$ cat config.mk
export PLATFORM = sky130hd
export DESIGN_NAME = anim_step_sequencer
export DESIGN_NICKNAME = d
export VERILOG_FILES = /design/src/rtl/anim_step_sequencer.sv
export SDC_FILE = /design/constraint.sdc
export NUM_CORES = 1
export LEC_CHECK = 0
export ABC_AREA = 1
export BUFFER_PORTS_ARGS = -buffer_cell sky130_fd_sc_hd__buf_2
export CORE_MARGIN = 10
export CORE_UTILIZATION = 50
export CTS_CLUSTER_DIAMETER = 120
export DETAILED_ROUTE_END_ITERATION = 8
export GPL_ROUTABILITY_DRIVEN = 0
export PLACE_DENSITY = 0.76
export SYNTH_ARGS = -nofsm -noshare
export SYNTH_HDL_FRONTEND = slang
export SYNTH_SLANG_ARGS = --single-unit
$ cat constraint.sdc
create_clock -name i_clk -period 2.6 [get_ports i_clk]
set_clock_uncertainty 0.15 [all_clocks]
set_input_delay 0.39 -clock i_clk [delete_from_list [all_inputs] [get_ports i_clk]]
set_output_delay 0.39 -clock i_clk [all_outputs]
set_load 0.005 [all_outputs]
$ cat src/rtl/anim_step_sequencer.sv
// Animation step index generator: programmable prescaler driving a wrap-around
// 3-bit up/down counter with hold/single-step and one-shot modes.
// Optional ANIM_STEP_SYNC_EN adds a 2-flop synchronizer on i_step (latency 3 instead of 1).
module anim_step_sequencer #(
  parameter int BASE_DIV = 1000000,
  parameter int PRESC_W  = 20
) (
  input  logic       i_clk,
  input  logic       i_rst_n,
  input  logic       i_run,
  input  logic       i_dir,
  input  logic [2:0] i_speed,
  input  logic       i_oneshot,
  input  logic       i_step,
  input  logic       i_clear,
  output logic [2:0] o_count,
  output logic       o_tick,
  output logic       o_wrap,
  output logic       o_busy
);

  typedef enum logic [1:0] {
    S_HOLD = 2'd0,
    S_RUN  = 2'd1,
    S_DONE = 2'd2
  } state_t;

  state_t             state_q, state_d;
  logic [PRESC_W-1:0] presc_q, presc_d;
  logic [2:0]         count_q, count_d;
  logic               tick_q, tick_d;
  logic               wrap_q, wrap_d;
  logic               busy_q, busy_d;
  logic               step_prev_q, step_prev_d;

  logic               step_cur;
  logic               step_rise;
  logic [PRESC_W-1:0] terminal;
  logic               run_adv;
  logic               hold_adv;
  logic               advance;
  logic               wraps;
  logic [2:0]         next_count;

`ifdef ANIM_STEP_SYNC_EN
  logic [1:0] sync_q, sync_d;

  always_comb begin
    sync_d   = {sync_q[0], i_step};
    step_cur = sync_q[1];
  end

  always_ff @(posedge i_clk or negedge i_rst_n) begin
    if (!i_rst_n) begin
      sync_q <= 2'b00;
    end else begin
      sync_q <= sync_d;
    end
  end
`else
  always_comb begin
    step_cur = i_step;
  end
`endif

  // Terminal count follows i_speed combinationally so a speed change takes
  // effect on the very next prescaler update.
  always_comb begin
    terminal = PRESC_W'((BASE_DIV >> i_speed) - 1);
  end

  always_comb begin
    step_prev_d = step_cur;
    step_rise   = step_cur & ~step_prev_q;

    run_adv  = (state_q == S_RUN) && (presc_q == terminal);
    hold_adv = (state_q == S_HOLD) && step_rise;
    advance  = (run_adv || hold_adv) && !i_clear;

    next_count = i_dir ? (count_q - 3'd1) : (count_q + 3'd1);
    wraps      = i_dir ? (count_q == 3'd0) : (count_q == 3'd7);

    // Prescaler overshoot after a speed change clears without advancing.
    presc_d = presc_q;
    if (state_q != S_RUN || i_clear) begin
      presc_d = '0;
    end else if (presc_q >= terminal) begin
      presc_d = '0;
    end else begin
      presc_d = presc_q + 1'b1;
    end

    count_d = count_q;
    if (i_clear) begin
      count_d = 3'd0;
    end else if (advance) begin
      count_d = next_count;
    end

    tick_d = advance;
    wrap_d = advance && wraps;
    busy_d = (state_q == S_RUN);
  end

  always_comb begin
    state_d = state_q;
    case (state_q)
      S_HOLD: begin
        if (i_run) begin
          state_d = S_RUN;
        end
      end
      S_RUN: begin
        if (!i_run) begin
          state_d = S_HOLD;
        end else if (i_oneshot && advance && wraps) begin
          state_d = S_DONE;
        end
      end
      S_DONE: begin
        if (!i_run) begin
          state_d = S_HOLD;
        end
      end
      default: begin
        state_d = S_HOLD;
      end
    endcase
  end

  always_ff @(posedge i_clk or negedge i_rst_n) begin
    if (!i_rst_n) begin
      state_q     <= S_HOLD;
      presc_q     <= '0;
      count_q     <= 3'd0;
      tick_q      <= 1'b0;
      wrap_q      <= 1'b0;
      busy_q      <= 1'b0;
      step_prev_q <= 1'b0;
    end else begin
      state_q     <= state_d;
      presc_q     <= presc_d;
      count_q     <= count_d;
      tick_q      <= tick_d;
      wrap_q      <= wrap_d;
      busy_q      <= busy_d;
      step_prev_q <= step_prev_d;
    end
  end

  assign o_count = count_q;
  assign o_tick  = tick_q;
  assign o_wrap  = wrap_q;
  assign o_busy  = busy_q;

endmodule

==> results of run 1 <==
[metal layers]
metal  wire [um]  share of wire, %  track usage, %  up-vias
li1            -                 -               -     1306
met1        2940                46            18.7     1170
met2        3080                48            26.5       64
met3         223               3.5            3.10       17
met4         132               2.1            4.76        0
met5           0                 0               0        -
[cell families after synthesis]
kind of cell / after synthesis
adders and majority gates: 30
DFF: 29
and+or+nand+nor: 204
AOI/OAI and AO/OA: 34
xor gates and xnor gates: 17
buffers and inverters: 56
[repair_timing]
action / 4_1_cts / 5_1_grt
hold buffers: 1 / 0
cloned: 0 / 0
hold endpoints to repair: 22 / 0
buffers inserted: 4 / 2
setup endpoints to repair: 27 / 27
pin swaps: 25 / 1
gates resized for setup: 35 / 15
[power groups by stage]
stage	logic, W	clock network [W]	registers (W)
after global placement	0.000269	0	0.000472
after global routing	0.000353	0.000392	0.000465
after detailed placement	0.000274	0	0.000472
after CTS	0.000309	0.000364	0.000464
final	0.000318	0.000360	0.000464
after floorplan	0.000166	0	0.000472
[how the worst min path moves through the flow]
stage                  from           to  slack, ns  cells past startpoint
detailed placement  i_rst_n   presc_q[5]       0.30                      1
finish               i_step  step_prev_q       0.07                      1
global route         i_step  step_prev_q       0.07                      1
CTS                  i_step  step_prev_q       0.07                      1
floorplan           i_rst_n       o_busy      -0.06                      0
global placement    i_rst_n   presc_q[4]       0.30                      1
[placed cells by master (no fill, tap or decap), types with 2 or more instances in the layout]
cell type / n
o21ai_2: 2
nand3b_1: 2
nor2_1: 41
inv_2: 3
nor2_2: 12
clkbuf_8: 5
nand4_1: 8
ha_1: 20
o22ai_1: 2
a21oi_1: 9
buf_4: 40
buf_2: 12
o21ai_0: 7
xor2_1: 12
nor3_2: 6
o21ai_1: 2
a21oi_2: 5
buf_6: 5
nand3_1: 17
nand2_1: 96
nor3_1: 2
nor3_4: 2
xnor2_1: 4
inv_4: 2
buf_12: 2
nor2_4: 2
a31oi_1: 2
or2_2: 2
clkinv_2: 2
nand2_2: 10
ha_4: 8
dfrtp_1: 29
inv_1: 46
[state kept, by name, indices dropped and copies added, names as in the netlist]
register	cells
o_wrap	1
o_tick	1
state_q	2
o_busy	1
presc_q	20
o_count	3
step_prev_q	1
[through the flow]
stage	setup TNS [ns]	cell area, um^2	total power, W	utilization (%)
finish	-0.428	3450	0.00114	68.4
global route	-4.66	3450	0.00121	68.4
CTS	-0.00677	3360	0.00114	66.6
detailed placement	-14.57	3090	0.000746	61.3
global placement	-13.36	3090	0.000742	61.3
floorplan	-0.00439	2680	0.000638	-
[area by class of cell]
| type | count | share of cell area [%] |
|---|---|---|
| clock buffers | 5 | 2.00 |
| clock inverters | 3 | 0.508 |
| inverters | 53 | 6.49 |
| multi-input cells | 285 | 53.9 |
| flip-flops and latches | 29 | 21.0 |
| well taps | 70 | 2.54 |
| repair buffers | 60 | 13.5 |
==> results.json, run 1 <==
{
  "status": "finished with violations",
  "io_buffers": 15,
  "critPathTopFamily": "simple AND/OR/NAND/NOR gates",
  "maxCapViolCount": 0,
  "worst_path_max_delay_cell": "ha_1",
  "hold_path_class": "in2reg",
  "drc": 0,
  "yosysSeqAreaShare_pct": 28.1,
  "vdd_ir_drop_max_mv": 0.270,
  "final_cells": 505,
  "synthDominantCellAreaShare_pct": 28.1,
  "crit_top_cell": "nand2_1",
  "internal_power_w": 0.000785,
  "fillCellCount": 387,
  "die_height_um": 91.9,
  "cts_root_buf": "clkbuf_8",
  "fin_nets": 474,
  "synth-async-reset-ratio_pct": 100,
  "drtAntennaViolNets": 0,
  "violations": "negative setup slack",
  "dieWidth_um": 91.9,
  "start_kind": "input port",
  "grt_max_degree": 30,
  "worstSetupEndpointType": "flip-flop",
  "yosysMostFrequentCell": "nand2_1",
  "cts_tree": "yes",
  "r2r_end": "state_q[0]",
  "worstPathMaxFanout": 5,
  "period_minus_slack_ns": 2.65,
  "grt-ovfl-total": 0,
  "grt_use_total_pct": 15.4,
  "clk_latency_ns": 0.29,
  "place_ws_ns": -0.602,
  "multiInputGateArea_um2": 1860,
  "initial_core_util_pct": 51.2,
  "htreeDepth": 2,
  "synth_warnings": 0,
  "reg2reg_from": "presc_q[17]",
  "drive_gt1_share_pct": 29.9,
  "synth_ff_type": "dfrtp_1",
  "dp_hpwl_mm": 4.85,
  "clock_sinks": 29,
  "reg2reg_depth": 10,
  "cp-endpoint": "presc_q[18]",
  "finalCritPeriodShare_pct": 102,
  "grt_setup_unrepaired": "yes",
  "viasPerCell": 5.06,
  "arrival_ns": 2.70,
  "grt_pass1_vias": 2617,
  "yosys_register_bits": 29,
  "numCtsBuffers": 5,
  "finalHoldViolCount": 0,
  "synthTopCellsByArea": "dfrtp_1, nand2_1, ha_1, inv_1, nor2_1",
  "syn-num-nets": 410,
  "coreArea_um2": 5040,
  "clk_pin_slew_worst_paths_ns": 0.07,
  "sequentialPowerShare_pct": 40.6,
  "holdWs_ns": 0.0718,
  "setup_viol": 18,
  "area_growth_pct": 33.6,
  "vias": 2557,
  "syn_inst": 370,
  "fmax_ghz": 0.378,
  "synth_mux_area_share_pct": 0,
  "postRouteWirelength_mm": 6.37,
  "diodes": 0,
  "firstDrtPassIters": 4,
  "timing.final.ws_setup_ns": -0.0461,
  "cp_cell_sequence": "buf_12 > inv_8 > ha_4 > nand3b_1 > nand2_1 > nand4_1 > buf_4 > xor2_2 > ha_1 > nand2_1 > inv_1 > nand2_1 > nand2_1 > nand2_1 > nand2_1 > nand2_2 > buf_6 > nand4_1 > buf_6 > nor3_2",
  "io_pins": 16,
  "synth_area_um2": 2580,
  "yosysUniqueCellTypes": 32,
  "synth_edf_count": 0,
  "slowest_delay_ns": 0.29,
  "dp.cells": 490,
  "synth.largest_area_cell": "dfrtp_1",
  "p_sw_share_pct": 31.2,
  "p_per_area_nw_per_um2": 331,
  "worst-slew-pin-transition_ns": 0.634,
  "cp.required_ns": 2.65,
  "antenna_found_initial": 0,
  "drtIter0Drc": 106,
  "p_sw_w": 0.000356,
  "reg2reg_slack_ns": 0.63,
  "routedWlPerCell_um": 12.6,
  "rows": 26,
  "synth-xor-area-share_pct": 5.77,
  "maxSlewHeadroom_pct": 57.7,
  "synth_compound_area_share_pct": 8.39,
  "critPathKind": "in2reg",
  "crit_start": "i_speed[1]",
  "grt_pass1_wl_mm": 11.1,
  "yosys-top-cells-count": "nand2_1, inv_1, nor2_1",
  "die_area_um2": 8440,
  "synth_top_family_by_area": "simple AND/OR/NAND/NOR gates",
  "drv_slew": 0,
  "cp_num_cells": 20,
  "p_leak_nw": 1.71,
  "syn_area_per_cell_um2": 6.98,
  "clk_path_buf_depth": 2,
  "synthSimpleGateAreaFrac_pct": 33.9,
  "synth_adder_area_share_pct": 14.8,
  "seqCellArea_um2": 726,
  "clock_power_share_pct": 31.5,
  "pwr-share-comb_pct": 27.9,
  "critPathBufInv": 6
}
Power figures use the tool's default switching activity.
==> run 2: changes to the inputs <==
--- a/config.mk
+++ b/config.mk
@@ -7,12 +7,16 @@
 export LEC_CHECK = 0
 export ABC_AREA = 1
 export BUFFER_PORTS_ARGS = -buffer_cell sky130_fd_sc_hd__buf_2
+export CELL_PAD_IN_SITES_DETAIL_PLACEMENT = 1
+export CELL_PAD_IN_SITES_GLOBAL_PLACEMENT = 1
 export CORE_MARGIN = 10
-export CORE_UTILIZATION = 50
+export CORE_UTILIZATION = 45
 export CTS_CLUSTER_DIAMETER = 120
 export DETAILED_ROUTE_END_ITERATION = 8
 export GPL_ROUTABILITY_DRIVEN = 0
-export PLACE_DENSITY = 0.76
+export PLACE_DENSITY = 0.89
+export RECOVER_POWER = 50
+export REMOVE_ABC_BUFFERS = 1
 export SYNTH_ARGS = -nofsm -noshare
 export SYNTH_HDL_FRONTEND = slang
 export SYNTH_SLANG_ARGS = --single-unit
==> results.json, run 2 (synthesis results as in run 1) <==
{
  "io_pins": 16,
  "clk_latency_ns": 0.30,
  "setup_tns_ns": -9.17,
  "dp_hpwl_mm": 6.83,
  "fmax_ghz": 0.327,
  "drtAntennaViolNets": 0,
  "hold_depth": 1,
  "start_kind": "input port",
  "maxCapViolCount": 1,
  "drv_slew": 30,
  "r2r_end": "presc_q[7]",
  "largest_register_ffs": 20,
  "timing.final.ws_setup_ns": -0.461,
  "violations": "max-capacitance violations, max-slew violations, negative setup slack",
  "dp.cells": 500,
  "fin_nets": 480,
  "io_buffers": 15,
  "p_leak_nw": 1.77,
  "total_power_w": 0.00127,
  "finalHoldViolCount": 0,
  "grt_pass1_vias": 3255,
  "grt.met1_usage_pct": 27.5,
  "crit_start": "i_speed[0]",
  "clock_sinks": 29,
  "critPathKind": "in2reg",
  "drive_gt1_share_pct": 34.9,
  "worstPathMaxFanout": 4,
  "met3_usage_pct": 4.12,
  "grt-ovfl-total": 0,
  "final_cells": 513,
  "setup_viol": 27,
  "cts_root_buf": "clkbuf_8",
  "maxSlewHeadroom_pct": -4.51,
  "dieWidth_um": 95.7,
  "numCtsBuffers": 5,
  "hold_path_class": "in2reg",
  "fillCellCount": 678,
  "diodes": 0,
  "reg2reg_from": "presc_q[15]",
  "top_usage_layer": "met2",
  "die_height_um": 95.7,
  "grt_setup_unrepaired": "yes",
  "place_ws_ns": -0.789,
  "drtIter0Drc": 224,
  "vias": 3114,
  "clk_path_buf_depth": 2,
  "hold_buffers": 0,
  "drc": 0,
  "regMostFlops": "presc_q",
  "clk_pin_slew_worst_paths_ns": 0.08,
  "rows": 27,
  "antenna_found_initial": 0,
  "cp-endpoint": "presc_q[18]",
  "arrival_ns": 3.12,
  "coreArea_um2": 5540,
  "area_growth_pct": 38.4,
  "firstDrtPassIters": 5,
  "grt_pass1_wl_mm": 17.1,
  "grt_max_degree": 30,
  "die_area_um2": 9170,
  "reg2reg_slack_ns": 0.35,
  "worstSetupEndpointType": "flip-flop",
  "viasPerCell": 6.07,
  "use_met2_pct": 42.3,
  "htreeDepth": 2,
  "period_minus_slack_ns": 3.06,
  "worst-slew-pin-transition_ns": 1.57,
  "grt_use_total_pct": 24.6,
  "initial_core_util_pct": 46.6,
  "status": "finished with violations",
  "routedWlPerCell_um": 24.8,
  "reg2reg_depth": 9,
  "postRouteWirelength_mm": 12.7,
  "final_cell_mix": "nand2_1, buf_4, inv_1",
  "vdd_ir_drop_max_mv": 0.347,
  "p_per_area_nw_per_um2": 357,
  "finalCritPeriodShare_pct": 118,
  "final_common_cell": "nand2_1",
  "cp.required_ns": 2.66,
  "cts_tree": "yes",
  "fin_util_pct": 64.5
}
-- run 2: final cells by class --
class	instances	area (um^2)	area share [%]
clock buffers	5	68.8	1.93
clock inverters	3	17.5	0.490
inverters	53	211	5.92
multi-input cells	285	1950	54.5
flip-flops and latches	29	726	20.3
well taps	72	90.1	2.52
repair buffers	66	512	14.3
-- run 2: how the worst min path moves through the flow --
stage            start          end
5_1_grt         i_step  step_prev_q
3_3_place_gp   i_rst_n   presc_q[4]
4_1_cts        i_rst_n   presc_q[4]
6_report        i_step  step_prev_q
2_1_floorplan  i_rst_n       o_busy
3_5_place_dp   i_rst_n   presc_q[4]
-- run 2: repair_timing --
| item | 4_1_cts | 5_1_grt |
|---|---|---|
| pin swaps | 26 | 29 |
| endpoints found under the setup margin | 27 | 27 |
| buffers inserted | 3 | 2 |
| resized for setup | 61 | 30 |
-- run 2: layer usage --
layer,share of wire (%),routed length (um),vias to the layer above
li1,-,-,1317
met3,6.5,831,79
met1,37,4720,1515
met4,7.3,933,0
met5,0,0,-
met2,49,6230,203
-- run 2: critical path: stages --
cell and delay [ns]:
buf_12 0.11, buf_12 0.13, buf_4 0.13, nand2_1 0.11
inv_1 0.09, a21oi_2 0.19, buf_4 0.15, a21oi_2 0.06
nand2_1 0.10, xor2_1 0.21, ha_1 0.30, nand2_1 0.10
a21oi_1 0.08, nor2_2 0.17, nand2_2 0.11, nand2_2 0.09
buf_6 0.10, nand4_1 0.21, nor3_1 0.28
-- run 2: per-stage QoR --
step / cell area (um^2) / hold slack [ns]
global placement: 3080 / 0.296
finish: 3570 / 0.114
CTS: 3420 / 0.00341
floorplan: 2550 / -0.0556
detailed placement: 3080 / 0.311
global route: 3570 / 0.106
-- run 2: report_power, final --
part	switching [W]	internal (W)
Combinational	0.000252	0.000172
Sequential	0.00000723	0.000458
Clock	0.000200	0.000184
Total	0.000459	0.000815
